==> src/rtl/rf_write_arbiter.sv <==
// rf_write_arbiter: round-robin sharing of the single register-file write port among NREQ sources.
// Optional register busy scoreboard is built when RF_WB_SCOREBOARD_EN is defined.
module rf_write_arbiter #(
    parameter int NREQ   = 3,
    parameter int DATA_W = 32,
    parameter int SEL_W  = 5,
    localparam int ID_W  = (NREQ > 1) ? $clog2(NREQ) : 1
) (
    input  logic                     clk,
    input  logic                     rst,
    input  logic [NREQ-1:0]          req_valid,
    output logic [NREQ-1:0]          req_ready,
    input  logic [NREQ*SEL_W-1:0]    req_sel,
    input  logic [NREQ*DATA_W-1:0]   req_dat,
    output logic                     rf_wen,
    output logic [SEL_W-1:0]         rf_wsel,
    output logic [DATA_W-1:0]        rf_wdat,
    output logic [ID_W-1:0]          grant_id
`ifdef RF_WB_SCOREBOARD_EN
    ,
    input  logic                     claim_val,
    input  logic [SEL_W-1:0]         claim_sel,
    output logic [31:0]              busy
`endif
);

    logic [SEL_W-1:0]  sel_arr [NREQ];
    logic [DATA_W-1:0] dat_arr [NREQ];

    for (genvar i = 0; i < NREQ; i++) begin : g_unpack
        assign sel_arr[i] = req_sel[i*SEL_W +: SEL_W];
        assign dat_arr[i] = req_dat[i*DATA_W +: DATA_W];
    end

    logic [ID_W-1:0]   rr_ptr;
    logic [ID_W-1:0]   win_id;
    logic [ID_W-1:0]   ptr_nxt;
    logic              xfer;
    logic [SEL_W-1:0]  win_sel;
    logic [DATA_W-1:0] win_dat;

    // Rotating search: the first valid index at or after rr_ptr wins; reset masks all grants.
    always_comb begin
        logic [ID_W:0]   sum;
        logic [ID_W-1:0] idx;
        req_ready = '0;
        xfer      = 1'b0;
        win_id    = '0;
        win_sel   = '0;
        win_dat   = '0;
        sum       = '0;
        idx       = '0;
        for (int k = 0; k < NREQ; k++) begin
            sum = {1'b0, rr_ptr} + (ID_W+1)'(k);
            if (sum >= (ID_W+1)'(NREQ)) begin
                sum = sum - (ID_W+1)'(NREQ);
            end
            idx = sum[ID_W-1:0];
            if (!rst && !xfer && req_valid[idx]) begin
                xfer           = 1'b1;
                win_id         = idx;
                win_sel        = sel_arr[idx];
                win_dat        = dat_arr[idx];
                req_ready[idx] = 1'b1;
            end
        end
    end

    assign ptr_nxt = (win_id == ID_W'(NREQ-1)) ? '0 : win_id + 1'b1;

    // x0 writes still take a grant and advance the pointer, they just never raise rf_wen.
    always_ff @(posedge clk) begin
        if (rst) begin
            rr_ptr   <= '0;
            rf_wen   <= 1'b0;
            rf_wsel  <= '0;
            rf_wdat  <= '0;
            grant_id <= '0;
        end else if (xfer) begin
            rr_ptr   <= ptr_nxt;
            rf_wen   <= (win_sel != '0);
            rf_wsel  <= win_sel;
            rf_wdat  <= win_dat;
            grant_id <= win_id;
        end else begin
            rf_wen   <= 1'b0;
        end
    end

`ifdef RF_WB_SCOREBOARD_EN
    logic [31:0] busy_nxt;

    // Retire first, then claim, so a same-cycle claim of the retiring register keeps it busy.
    always_comb begin
        busy_nxt = busy;
        if (rf_wen) begin
            busy_nxt[rf_wsel] = 1'b0;
        end
        if (claim_val && (claim_sel != '0)) begin
            busy_nxt[claim_sel] = 1'b1;
        end
        busy_nxt[0] = 1'b0;
    end

    always_ff @(posedge clk) begin
        if (rst) begin
            busy <= '0;
        end else begin
            busy <= busy_nxt;
        end
    end
`endif

endmodule

==> config.mk <==
export PLATFORM = sky130hd
export DESIGN_NAME = rf_write_arbiter
export DESIGN_NICKNAME = d
export VERILOG_FILES = /design/src/rtl/rf_write_arbiter.sv
export SDC_FILE = /design/constraint.sdc
export NUM_CORES = 1
export LEC_CHECK = 0
export CAP_MARGIN = 30
export CORE_AREA = 2 2 69 136
export CTS_BUF_LIST = sky130_fd_sc_hd__clkbuf_8 sky130_fd_sc_hd__clkbuf_16
export CTS_CLUSTER_DIAMETER = 50
export DETAILED_ROUTE_END_ITERATION = 10
export DIE_AREA = 0 0 71 138
export PLACE_DENSITY = 0.95
export SLEW_MARGIN = 15
export SYNTH_ARGS = -nofsm -noshare
export SYNTH_HDL_FRONTEND = slang
export SYNTH_SLANG_ARGS = --single-unit
==> constraint.sdc <==
create_clock -name clk -period 3.7 [get_ports clk]
set_input_delay 0.74 -clock clk [delete_from_list [all_inputs] [get_ports clk]]
set_output_delay 0.74 -clock clk [all_outputs]
set_load 0.05 [all_outputs]
=== Yosys cells after proc, flatten, opt, wreduce, memory -nomap -nowiden ===
Cells that the tools add are included.

* Register bits: 42
* Input bits: 116
* Word-level logic and storage cells: 92

* Add/sub/neg operators: 6
* Bitwise logic cells: 6
* Equality and inequality tests: 1
* Reductions and logical operators: 13
* Magnitude comparators: 12
* Multiplexer cells: 49

{| class="wikitable"
|+ Operators with widths
! cell !! number
|-
| 32-bit two-way mux || 9
|-
| 32-bit binary-select mux with 2-bit select || 3
|-
| 5-bit two-way mux || 9
|-
| 5-bit binary-select mux with 2-bit select || 3
|-
| 2-bit two-way mux || 7
|-
| 3-bit >= comparator (second input constant) || 3
|-
| 2-bit by 3-bit < comparator with 1-bit output (second input constant) || 3
|-
| 1-bit two-way mux || 9
|-
| 3-bit two-way mux || 3
|-
| 2-bit NOT with 3-bit output || 3
|-
| 1-bit logical AND || 8
|-
| 1-bit binary-select mux with 2-bit select || 3
|-
| 1-bit demux with 2-bit select || 3
|-
| 2-bit by 1-bit >= comparator with 1-bit output (second input constant) || 3
|-
| 3-bit by 2-bit >= comparator with 1-bit output (second input constant) || 2
|-
| 3-bit bitwise OR || 2
|-
| 2-bit subtractor (second input constant) || 3
|-
| 5-bit nonzero test || 1
|-
| 2-bit by 1-bit adder with 3-bit output (second input constant) || 1
|-
| 2-bit by 2-bit adder with 3-bit output (second input constant) || 1
|-
| 1-bit zero test || 3
|-
| 2-bit by 1-bit adder with 2-bit output (second input constant) || 1
|-
| 2-bit equality test (second input constant) || 1
|-
| 2-bit >= comparator (second input constant) || 1
|-
| 2 further kinds || 2
|}

=== Logic depth before layout (Yosys ltp) ===
Gate-level depths: netlist (run 1).

* Depth after elaboration: 16
* Gate-level depth with buffers: 11

=== Worst setup path after synthesis (run 1) ===
No wires, ideal clock.

* Kind: input -> output
* From: input req_valid[1]
* To: output req_ready[1]
* Buffers on the path: 2
* Stages on the path: 7
* Slack: 733 ps
* Data arrival time: 2,227 ps
* Cell sequence: mux2_2 > mux2_2 > nor4b_2 > buf_2 > buf_2 > a222oi_1 > inv_1

* Cells in the longest elaborated chain, start to end: 12
* Elaborated cells on any way between the ends: 20
* Those cells by class: 11 x mux; 2 x bitwise; 7 x reduce/logical

{| class="wikitable"
|+ Ends and longest elaborated chain
! element !! RTL line !! text
|-
| start, declared || 11 || <nowiki>input logic [NREQ-1:0] req_valid,</nowiki>
|-
| 1-bit binary-select mux with 2-bit select || 59 || <nowiki>if (!rst && !xfer && req_valid[idx]) begin</nowiki>
|-
| 1-bit two-way mux (not written as such) || 59 ||
|-
| 1-bit logical AND || 59 ||
|-
| 1-bit two-way mux || 59 ||
|-
| 1-bit zero test || 59 ||
|-
| 1-bit logical AND (2 in a row) || 59 ||
|-
| 1-bit two-way mux || 59 ||
|-
| 1-bit zero test || 59 ||
|-
| 1-bit logical AND (2 in a row) || 59 ||
|-
| 3-bit two-way mux * || 59 ||
|-
| end, declared || 12 || <nowiki>output logic [NREQ-1:0] req_ready,</nowiki>
|}

Mark *: on every way between the ends. The rest lies on a longest branch, timed or not. The select of a mux whose other input is x is not followed.

=== Worst setup path after layout (run 1) ===
* From: register rr_ptr[0]
* To: output req_ready[2]

* Cells in the longest elaborated chain, start to end: 14
* Elaborated cells on any way between the ends: 46
* Those cells by class: 5 x add/sub; 9 x order compare; 20 x mux; 2 x bitwise; 10 x reduce/logical

{| class="wikitable"
|+ Ends and longest elaborated chain
! element !! RTL line !! text
|-
| start, declared || 35 || <nowiki>logic [ID_W-1:0] rr_ptr;</nowiki>
|-
| start signal, assigned || 80 || <nowiki>rr_ptr <= ptr_nxt;</nowiki>
|-
| parallel branches: the longest is 13 deep, another holds 2-bit by 1-bit adder with 3-bit output || - ||
|-
| 3-bit two-way mux * || 59 ||
|}

Mark *: on every way between the ends. The select of a mux whose other input is x is not followed.

==> results of run 1 <==
==> sequential cells by signal, summed over array words and instances (netlist names) <==
signal    count
rf_wen        1
rf_wsel       5
grant_id      2
rr_ptr        2
rf_wdat      32
==> area by class of cell <==
type	instances	area, um^2
Antenna cell	1	2.50
Clock buffer	5	125
Clock inverter	3	21.3
Fill cell	756	2850
Inverter	5	18.8
Multi-Input combinational cell	520	3130
Sequential cell	42	841
Tap cell	102	128
Timing Repair Buffer	180	1780
==> worst max-delay path, cell delays in order, from the launching register on <==
cell and delay, ns:
dfxtp_1 0.43, inv_1 0.13, ha_4 0.49, nor2b_4 0.34, a2bb2oi_1 0.16, nor3_4 0.26, buf_4 0.25, a21o_1 0.26
buf_12 0.17
==> through the flow <==
| step | setup WS, ns | utilization | std cells | hold slack [ns] |
|---|---|---|---|---|
| 2_1_floorplan | 0.733 | - | 628 | 0.511 |
| 3_3_place_gp | 0.422 | 0.660 | 845 | 0.435 |
| 3_5_place_dp | 0.319 | 0.660 | 845 | 0.432 |
| 4_1_cts | 0.131 | 0.676 | 853 | 0.450 |
| 5_1_grt | 0.0930 | 0.680 | 858 | 0.464 |
| 6_report | 0.167 | 0.680 | 858 | 0.450 |
==> power breakdown <==
| part | switching [uW] | internal [uW] | leakage [uW] | total (uW) |
|---|---|---|---|---|
| Combinational | 2470 | 1440 | 0.00181 | 3910 |
| Sequential | 111 | 621 | 0.000345 | 732 |
| Clock | 206 | 250 | 0.0000698 | 456 |
| Total | 2790 | 2310 | 0.00223 | 5100 |
==> metal layers <==
metal / vias up / GRT usage / part of all wire / wire (um)
met5: - / 0 / 0 / 0
met3: 109 / 0.0423 / 0.084 / 1370
met4: 0 / 0.226 / 0.061 / 1000
met1: 2569 / 0.328 / 0.33 / 5380
met2: 437 / 0.565 / 0.52 / 8560
li1: 2534 / - / - / -
==> repair_timing <==
action	CTS	global route
endpoints found under the setup margin	0	1
hold buffers	0	0
buffers inserted	0	3
==> Yosys cell counts (5+ instances only) <==
| cell type | number |
|---|---|
| nand2_1 | 129 |
| a21oi_1 | 99 |
| o21ai_0 | 79 |
| mux2i_1 | 67 |
| dfxtp_1 | 42 |
| clkbuf_1 | 36 |
| nor2_1 | 32 |
| nor2b_1 | 28 |
| o22ai_1 | 25 |
| a222oi_1 | 22 |
| buf_2 | 21 |
| inv_1 | 5 |
==> kinds of logic (layout without fill, tap and decap cells) <==
| logic type | Yosys count | count (layout) |
|---|---|---|
| buffers and inverters | 66 | 193 |
| other | 0 | 1 |
| multiplexers | 69 | 69 |
| adder cells (fa/ha/maj) | 4 | 4 |
| AO/OA/AOI/OAI | 245 | 245 |
| AND/OR/NAND/NOR | 202 | 202 |
| flip-flops | 42 | 42 |
==> path summary, 6_finish.rpt <==
| path | start | end | slack, ns | cells after the start |
|---|---|---|---|---|
| setup / recovery | rr_ptr[0] | req_ready[2] | 0.17 | 8 |
| setup reg to reg | rr_ptr[0] | rf_wdat[15] | 0.56 | 9 |
| hold / removal | rf_wdat[28] | rf_wdat[28] | 0.45 | 2 |
| hold reg to reg | rf_wdat[28] | rf_wdat[28] | 0.45 | 2 |
==> impl_metrics.json, run 1 <==
{
  "status": "completed",
  "clock_latency_ns": 0.30,
  "grt_max_degree": 74,
  "drt_wl_total_um": 16300,
  "drt_iter0_markers": 809,
  "core-area_mm2": 0.00889,
  "path_clk_slew_ns": 0.06,
  "setup.worst_path.end_class": "output port",
  "fmax_mhz": 283,
  "slew_violations": 0,
  "synth_fp_nets": 748,
  "place_area_mm2": 0.00586,
  "yosysTopAreaCell": "dfxtp_1",
  "numCtsBuffers": 5,
  "fin_crit_ns": 3.53,
  "dp_hpwl_um": 11500,
  "clockRootBuffer": "clkbuf_16",
  "path_class": "reg2out",
  "yosysSeqAreaShare": 0.201,
  "synth_edf_count": 0,
  "relSlewSlack": 0.431,
  "tightest_slew_ns": 0.853,
  "numPortBuffers": 158,
  "cts_resized": 0,
  "synth_area_mm2": 0.00419,
  "synth_adder_area_share": 0.0120,
  "yosysWarningCount": 0,
  "layout_commonest_cell": "clkdlybuf4s50_1",
  "cts.sinks": 42,
  "initial_utilization": 0.471,
  "drive_gt1_frac": 0.0596,
  "tns_ns": 0,
  "cp.arrival_ns": 2.79,
  "ant_nets": 0,
  "cp-start-kind": "register",
  "avgSynthCellArea_um2": 6.67,
  "required_ns": 2.96,
  "synth-simple-area-share": 0.209,
  "layout_common_cells": "clkdlybuf4s50_1 (155), nand2_1 (129), a21oi_1 (98)",
  "fin_nets": 874,
  "final_area_mm2": 0.00604,
  "grt_first_pass_wirelength_um": 25600,
  "async_flop_share": 0,
  "floorplan.rows": 49,
  "pwr_density_cell_mw_per_mm2": 844,
  "cts_tree": "built",
  "cts_max_path_buffers": 2,
  "grt_setup_unrepaired": "false",
  "synth_cell_type_count": 37,
  "die_y_um": 138,
  "io_pins": 159,
  "setup_viol": 0,
  "wl_per_cell_um": 19.0,
  "p_leak_uw": 0.00223,
  "grt_overflow": 0,
  "antenna_found_initial": 1,
  "synthMuxAreaShare": 0.166,
  "cts.htree.levels": 2,
  "hold_violations": 0,
  "synth_xor_area_frac": 0,
  "synthCells": 628,
  "synth-main-ff-cell": "dfxtp_1",
  "maxCapViolCount": 0,
  "grt_usage": 0.317,
  "drc": 0,
  "min_period_over_period": 0.955,
  "skew_ns": 0.00449,
  "crit_path_max_fanout": 33,
  "grt_pass1_vias": 5620,
  "die_w_um": 71,
  "vias": 5649,
  "firstDrtPassIters": 6,
  "synth_area_leaders": "dfxtp_1 (20%), mux2i_1 (16%), a21oi_1 (12%), nand2_1 (12%), o21ai_0 (9.4%)",
  "synth-seq-cells": 42,
  "vdd_drop_max_uv": 626,
  "synth_top_family_by_area": "compound AO/OA/AOI/OAI gates",
  "synth-compound-area-share": 0.344,
  "hold_class": "reg2reg",
  "areaGrowthSynthToFinish_pct": 44.3,
  "place_congestion": 0.880,
  "power.total_uw": 5100,
  "via_per_inst": 6.58,
  "die_area_mm2": 0.00980,
  "synth_top_area_frac": 0.201
}
No activity file was read; power rests on OpenSTA's default activity.
==> run 2, diff against run 1 <==
--- a/config.mk
+++ b/config.mk
@@ -5,12 +5,13 @@
 export SDC_FILE = /design/constraint.sdc
 export NUM_CORES = 1
 export LEC_CHECK = 0
+export ABC_AREA = 1
 export CAP_MARGIN = 30
-export CORE_AREA = 2 2 69 136
+export CORE_AREA = 2 2 72 142
 export CTS_BUF_LIST = sky130_fd_sc_hd__clkbuf_8 sky130_fd_sc_hd__clkbuf_16
 export CTS_CLUSTER_DIAMETER = 50
 export DETAILED_ROUTE_END_ITERATION = 10
-export DIE_AREA = 0 0 71 138
+export DIE_AREA = 0 0 74 144
 export PLACE_DENSITY = 0.95
 export SLEW_MARGIN = 15
 export SYNTH_ARGS = -nofsm -noshare
==> impl_metrics.json, run 2 <==
{
  "avgSynthCellArea_um2": 5.43,
  "layout_commonest_cell": "o21ai_0",
  "p_switching_uw": 3290,
  "power.total_uw": 5660,
  "p_leak_uw": 0.00297,
  "synth_area_mm2": 0.00473,
  "cts.htree.levels": 2,
  "ant_nets": 0,
  "fmax_mhz": 296,
  "floorplan.rows": 51,
  "core-area_mm2": 0.00964,
  "cp.arrival_ns": 2.64,
  "crit_path_max_fanout": 18,
  "pwr-share-comb": 0.778,
  "final_util": 0.670,
  "cts_tree": "built",
  "cts_resized": 0,
  "top_register": "rf_wdat",
  "synth_area_leaders": "o21ai_0 (22%), dfxtp_1 (18%), nand2_1 (15%), a21oi_1 (12%), inv_1 (9.6%)",
  "required_ns": 2.96,
  "dp_hpwl_um": 12500,
  "setup.worst_path.end_class": "output port",
  "hold_buffers": 0,
  "dp_slack_ns": 0.428,
  "slew_violations": 0,
  "synth_top_area_frac": 0.223,
  "initial_utilization": 0.491,
  "synth-main-ff-cell": "dfxtp_1",
  "status": "completed",
  "rrSetupSlack_ns": 0.75,
  "vias": 6508,
  "grt_overflow": 0,
  "fin_nets": 1105,
  "synth_most_common_cell": "o21ai_0",
  "path_clk_slew_ns": 0.06,
  "drt_wl_total_um": 18100,
  "skew_ns": 0.00511,
  "grt_pass1_vias": 6197,
  "synth_commonest_cells": "o21ai_0 (211), nand2_1 (191), inv_1 (121)",
  "yosysSeqAreaShare": 0.178,
  "grt_max_degree": 51,
  "die_area_mm2": 0.0107,
  "grt_setup_unrepaired": "false",
  "die_w_um": 74,
  "clockRootBuffer": "clkbuf_16",
  "yosysWarningCount": 0,
  "path_class": "reg2out",
  "tightest_slew_ns": 0.739,
  "drive_gt1_frac": 0.0507,
  "clkPwrFrac": 0.080,
  "top_regs": "rf_wdat (32), rf_wsel (5)",
  "drc": 0,
  "layout_common_cells": "o21ai_0 (211), nand2_1 (191), clkdlybuf4s50_1 (155)",
  "synth-seq-cells": 42,
  "pwr_density_cell_mw_per_mm2": 876,
  "wl_per_cell_um": 16.1,
  "p_seq_frac": 0.142,
  "synth_cell_type_count": 30,
  "maxCapViolCount": 0,
  "synthCells": 871,
  "min_period_over_period": 0.913,
  "numCtsBuffers": 5,
  "setup_ws_ns": 0.322,
  "cts_max_path_buffers": 2,
  "cp-start-kind": "register",
  "place_congestion": 0.950,
  "setup_viol": 0,
  "grt_usage": 0.336,
  "clock_latency_ns": 0.29,
  "cts.sinks": 42,
  "areaGrowthSynthToFinish_pct": 36.5,
  "largest_reg_flops": 32,
  "fin_crit_ns": 3.38,
  "grt_first_pass_wirelength_um": 28500,
  "drt_iter0_markers": 770,
  "internal_power_uw": 2370,
  "vdd_drop_max_uv": 643,
  "yosysTopAreaCell": "o21ai_0",
  "hold_class": "reg2reg",
  "synth_fp_nets": 991,
  "whs_ns": 0.519,
  "die_y_um": 144,
  "switching_share": 0.581,
  "hold_violations": 0,
  "via_per_inst": 5.82,
  "io_pins": 159,
  "relSlewSlack": 0.506,
  "firstDrtPassIters": 7,
  "async_flop_share": 0,
  "antenna_found_initial": 1,
  "post_cts_buffers": 0,
  "numPortBuffers": 158,
  "tns_ns": 0,
  "synth_edf_count": 0
}
run 2: power groups by stage:
stage | clock network [uW] | logic (uW) | registers, uW
floorplan | 0 | 2440 | 1450
global placement | 0 | 4230 | 803
finish | 454 | 4400 | 801
global route | 470 | 4780 | 819
detailed placement | 0 | 4310 | 799
CTS | 453 | 4320 | 796
run 2: cell families after synthesis:
family / count (synthesis) / share of synthesized area
fa+ha+maj: 4 / 0.0106
buf+inv: 196 / 0.176
compound gates: 342 / 0.366
simple gates: 287 / 0.269
flops: 42 / 0.178
run 2: final timing paths:
check / startpoint / end / cells past startpoint
worst min-delay path: rf_wdat[24] / rf_wdat[24] / 2
worst min register to register: rf_wdat[24] / rf_wdat[24] / 2
worst max register to register: rr_ptr[1] / grant_id[1] / 14
worst max-delay path: rr_ptr[0] / req_ready[2] / 10
run 2: worst max-delay path: stages, from the launching register on:
cell      delay [ns]
dfxtp_1         0.39
inv_1           0.08
ha_2            0.26
inv_2           0.28
nand2_1         0.09
nand3_1         0.09
nand2_2         0.21
nor2_4          0.20
nand3_4         0.21
o221ai_1        0.34
buf_12          0.18
run 2: final cells by class:
cell class	count	area, um^2
Timing Repair Buffer	176	1750
Tap cell	132	165
Inverter	127	484
Antenna cell	1	2.50
Clock buffer	6	139
Fill cell	883	3180
Sequential cell	42	841
Multi-Input combinational cell	633	3070
Clock inverter	2	12.5
run 2: through the flow:
step | instances | instance area (um^2)
3_5_place_dp | 1110 | 6300
6_report | 1119 | 6460
2_1_floorplan | 871 | 4730
3_3_place_gp | 1110 | 6300
5_1_grt | 1119 | 6460
4_1_cts | 1118 | 6460
run 2: per-layer routing:
metal	wire length (um)	track usage
met2	9110	0.595
met3	1580	0.0397
met1	6150	0.354
met4	1230	0.239
met5	0	0
==> run 3, diff against run 2 <==
==> constraint.sdc (replaced) <==
create_clock -name clk -period 3.94 [get_ports clk]
set_input_delay 0.788 -clock clk [delete_from_list [all_inputs] [get_ports clk]]
set_output_delay 0.788 -clock clk [all_outputs]
set_load 0.05 [all_outputs]
==> impl_metrics.json, run 3 (same netlist as run 2, synthesis figures left out) <==
{
  "r2r_start": "rr_ptr[0]",
  "path_clk_slew_ns": 0.07,
  "numPortBuffers": 158,
  "layout_commonest_cell": "o21ai_0",
  "status": "completed",
  "cp_cell_sequence": "inv_1, ha_2, buf_4, nand2_1, nand3_1, inv_1, nor2_2, nand2_1, o221ai_1, buf_12",
  "power.total_uw": 5480,
  "grt_overflow": 0,
  "setup.worst_path.end_class": "output port",
  "dp_slack_ns": 0.631,
  "reg2reg_to": "rf_wsel[0]",
  "fmax_mhz": 290,
  "drt_wl_total_um": 18400,
  "antenna_found_initial": 1,
  "maxCapViolCount": 0,
  "skew_ns": 0.00934,
  "drt_iter0_markers": 717,
  "slew_violations": 0,
  "crit_cells": 10,
  "cts_tree": "built",
  "drt-met1-wl_um": 5910,
  "hold_buffers": 0,
  "place_congestion": 0.948,
  "grt_first_pass_wirelength_um": 29700,
  "fin_nets": 1104,
  "grt_max_degree": 70,
  "slowest_delay_ns": 0.45,
  "core-area_mm2": 0.00964,
  "whs_ns": 0.521,
  "min_from": "rf_wdat[28]",
  "ant_nets": 0,
  "wl_met3_um": 1610,
  "crit_start": "rr_ptr[0]",
  "min_period_over_period": 0.876,
  "numCtsBuffers": 5,
  "grt_usage": 0.353,
  "clock_latency_ns": 0.29,
  "critPathSlowestCell": "ha_2",
  "cts.htree.levels": 2,
  "die_w_um": 74,
  "fin_crit_ns": 3.45,
  "worst-path-buf-inv": 4,
  "pwr_density_cell_mw_per_mm2": 842,
  "grt_setup_unrepaired": "false",
  "wl_per_cell_um": 16.5,
  "die_area_mm2": 0.0107,
  "post_cts_buffers": 0,
  "hold_path_depth": 2,
  "top_register": "rf_wdat",
  "cp.arrival_ns": 2.66,
  "hold_violations": 0,
  "rrSetupSlack_ns": 0.76,
  "critPathTopFamily": "buffers and inverters",
  "layout_common_cells": "o21ai_0 (211), nand2_1 (191), clkdlybuf4s50_1 (155)",
  "via_per_inst": 5.83,
  "largest_reg_flops": 32,
  "floorplan.rows": 51,
  "cp-start-kind": "register",
  "required_ns": 3.15,
  "cts_resized": 0,
  "hold_class": "reg2reg",
  "cts.sinks": 42,
  "drc": 0,
  "dp_hpwl_um": 12800,
  "vias": 6515,
  "vdd_drop_max_uv": 714,
  "cts_max_path_buffers": 2,
  "initial_utilization": 0.491,
  "dr.max_layer_used": "met4",
  "tns_ns": 0,
  "firstDrtPassIters": 5,
  "relSlewSlack": 0.508,
  "clockRootBuffer": "clkbuf_16",
  "reg2reg_depth": 12,
  "io_pins": 159,
  "cp-endpoint": "req_ready[2]",
  "path_class": "reg2out",
  "die_y_um": 144,
  "crit_path_max_fanout": 22,
  "wl_met2_um": 9460,
  "grt_pass1_vias": 6603,
  "setup_viol": 0,
  "setup_ws_ns": 0.489,
  "areaGrowthSynthToFinish_pct": 37.3,
  "p_leak_uw": 0.00299,
  "top_regs": "rf_wdat (32), rf_wsel (5)",
  "drive_gt1_frac": 0.0497,
  "tightest_slew_ns": 0.735
}
## run 3: how the worst min path moves through the flow
| stage | endpoint | slack, ns |
|---|---|---|
| 2_1_floorplan | rr_ptr[1] | 0.49 |
| 3_3_place_gp | rf_wdat[24] | 0.50 |
| 3_5_place_dp | rf_wdat[28] | 0.51 |
| 4_1_cts | rf_wdat[28] | 0.52 |
| 5_1_grt | rf_wdat[30] | 0.54 |
| 6_report | rf_wdat[28] | 0.52 |
## run 3: metal layers
| layer | vias to the layer above | GRT usage |
|---|---|---|
| li1 | 3121 | - |
| met1 | 2854 | 0.350 |
| met4 | 0 | 0.271 |
| met3 | 113 | 0.0592 |
| met5 | - | 0 |
| met2 | 427 | 0.628 |
## run 3: worst min-delay path, stage by stage (launching register included)
cell and delay, ns:
dfxtp_1 0.32, nand4_1 0.08, nand4_1 0.07
## run 3: power by group
group          internal (uW)  switching (uW)  leakage, uW
sequential               627             139     0.000347
combinational           1350            2800      0.00254
clock                    381             181    0.0000971
## run 3: metrics by stage
step | cell area (um^2) | std cells | utilization
after floorplan | 4730 | 871 | -
after CTS | 6500 | 1117 | 0.674
final | 6500 | 1118 | 0.674
after global routing | 6500 | 1118 | 0.674
after global placement | 6300 | 1109 | 0.654
after detailed placement | 6300 | 1109 | 0.654
## run 3: final cells by class
type,count,area [um^2]
Tap cell,132,165
Fill cell,891,3140
Sequential cell,42,841
Timing Repair Buffer,175,1740
Antenna cell,1,2.50
Multi-Input combinational cell,633,3070
Clock buffer,6,139
Inverter,127,484
Clock inverter,2,60.1
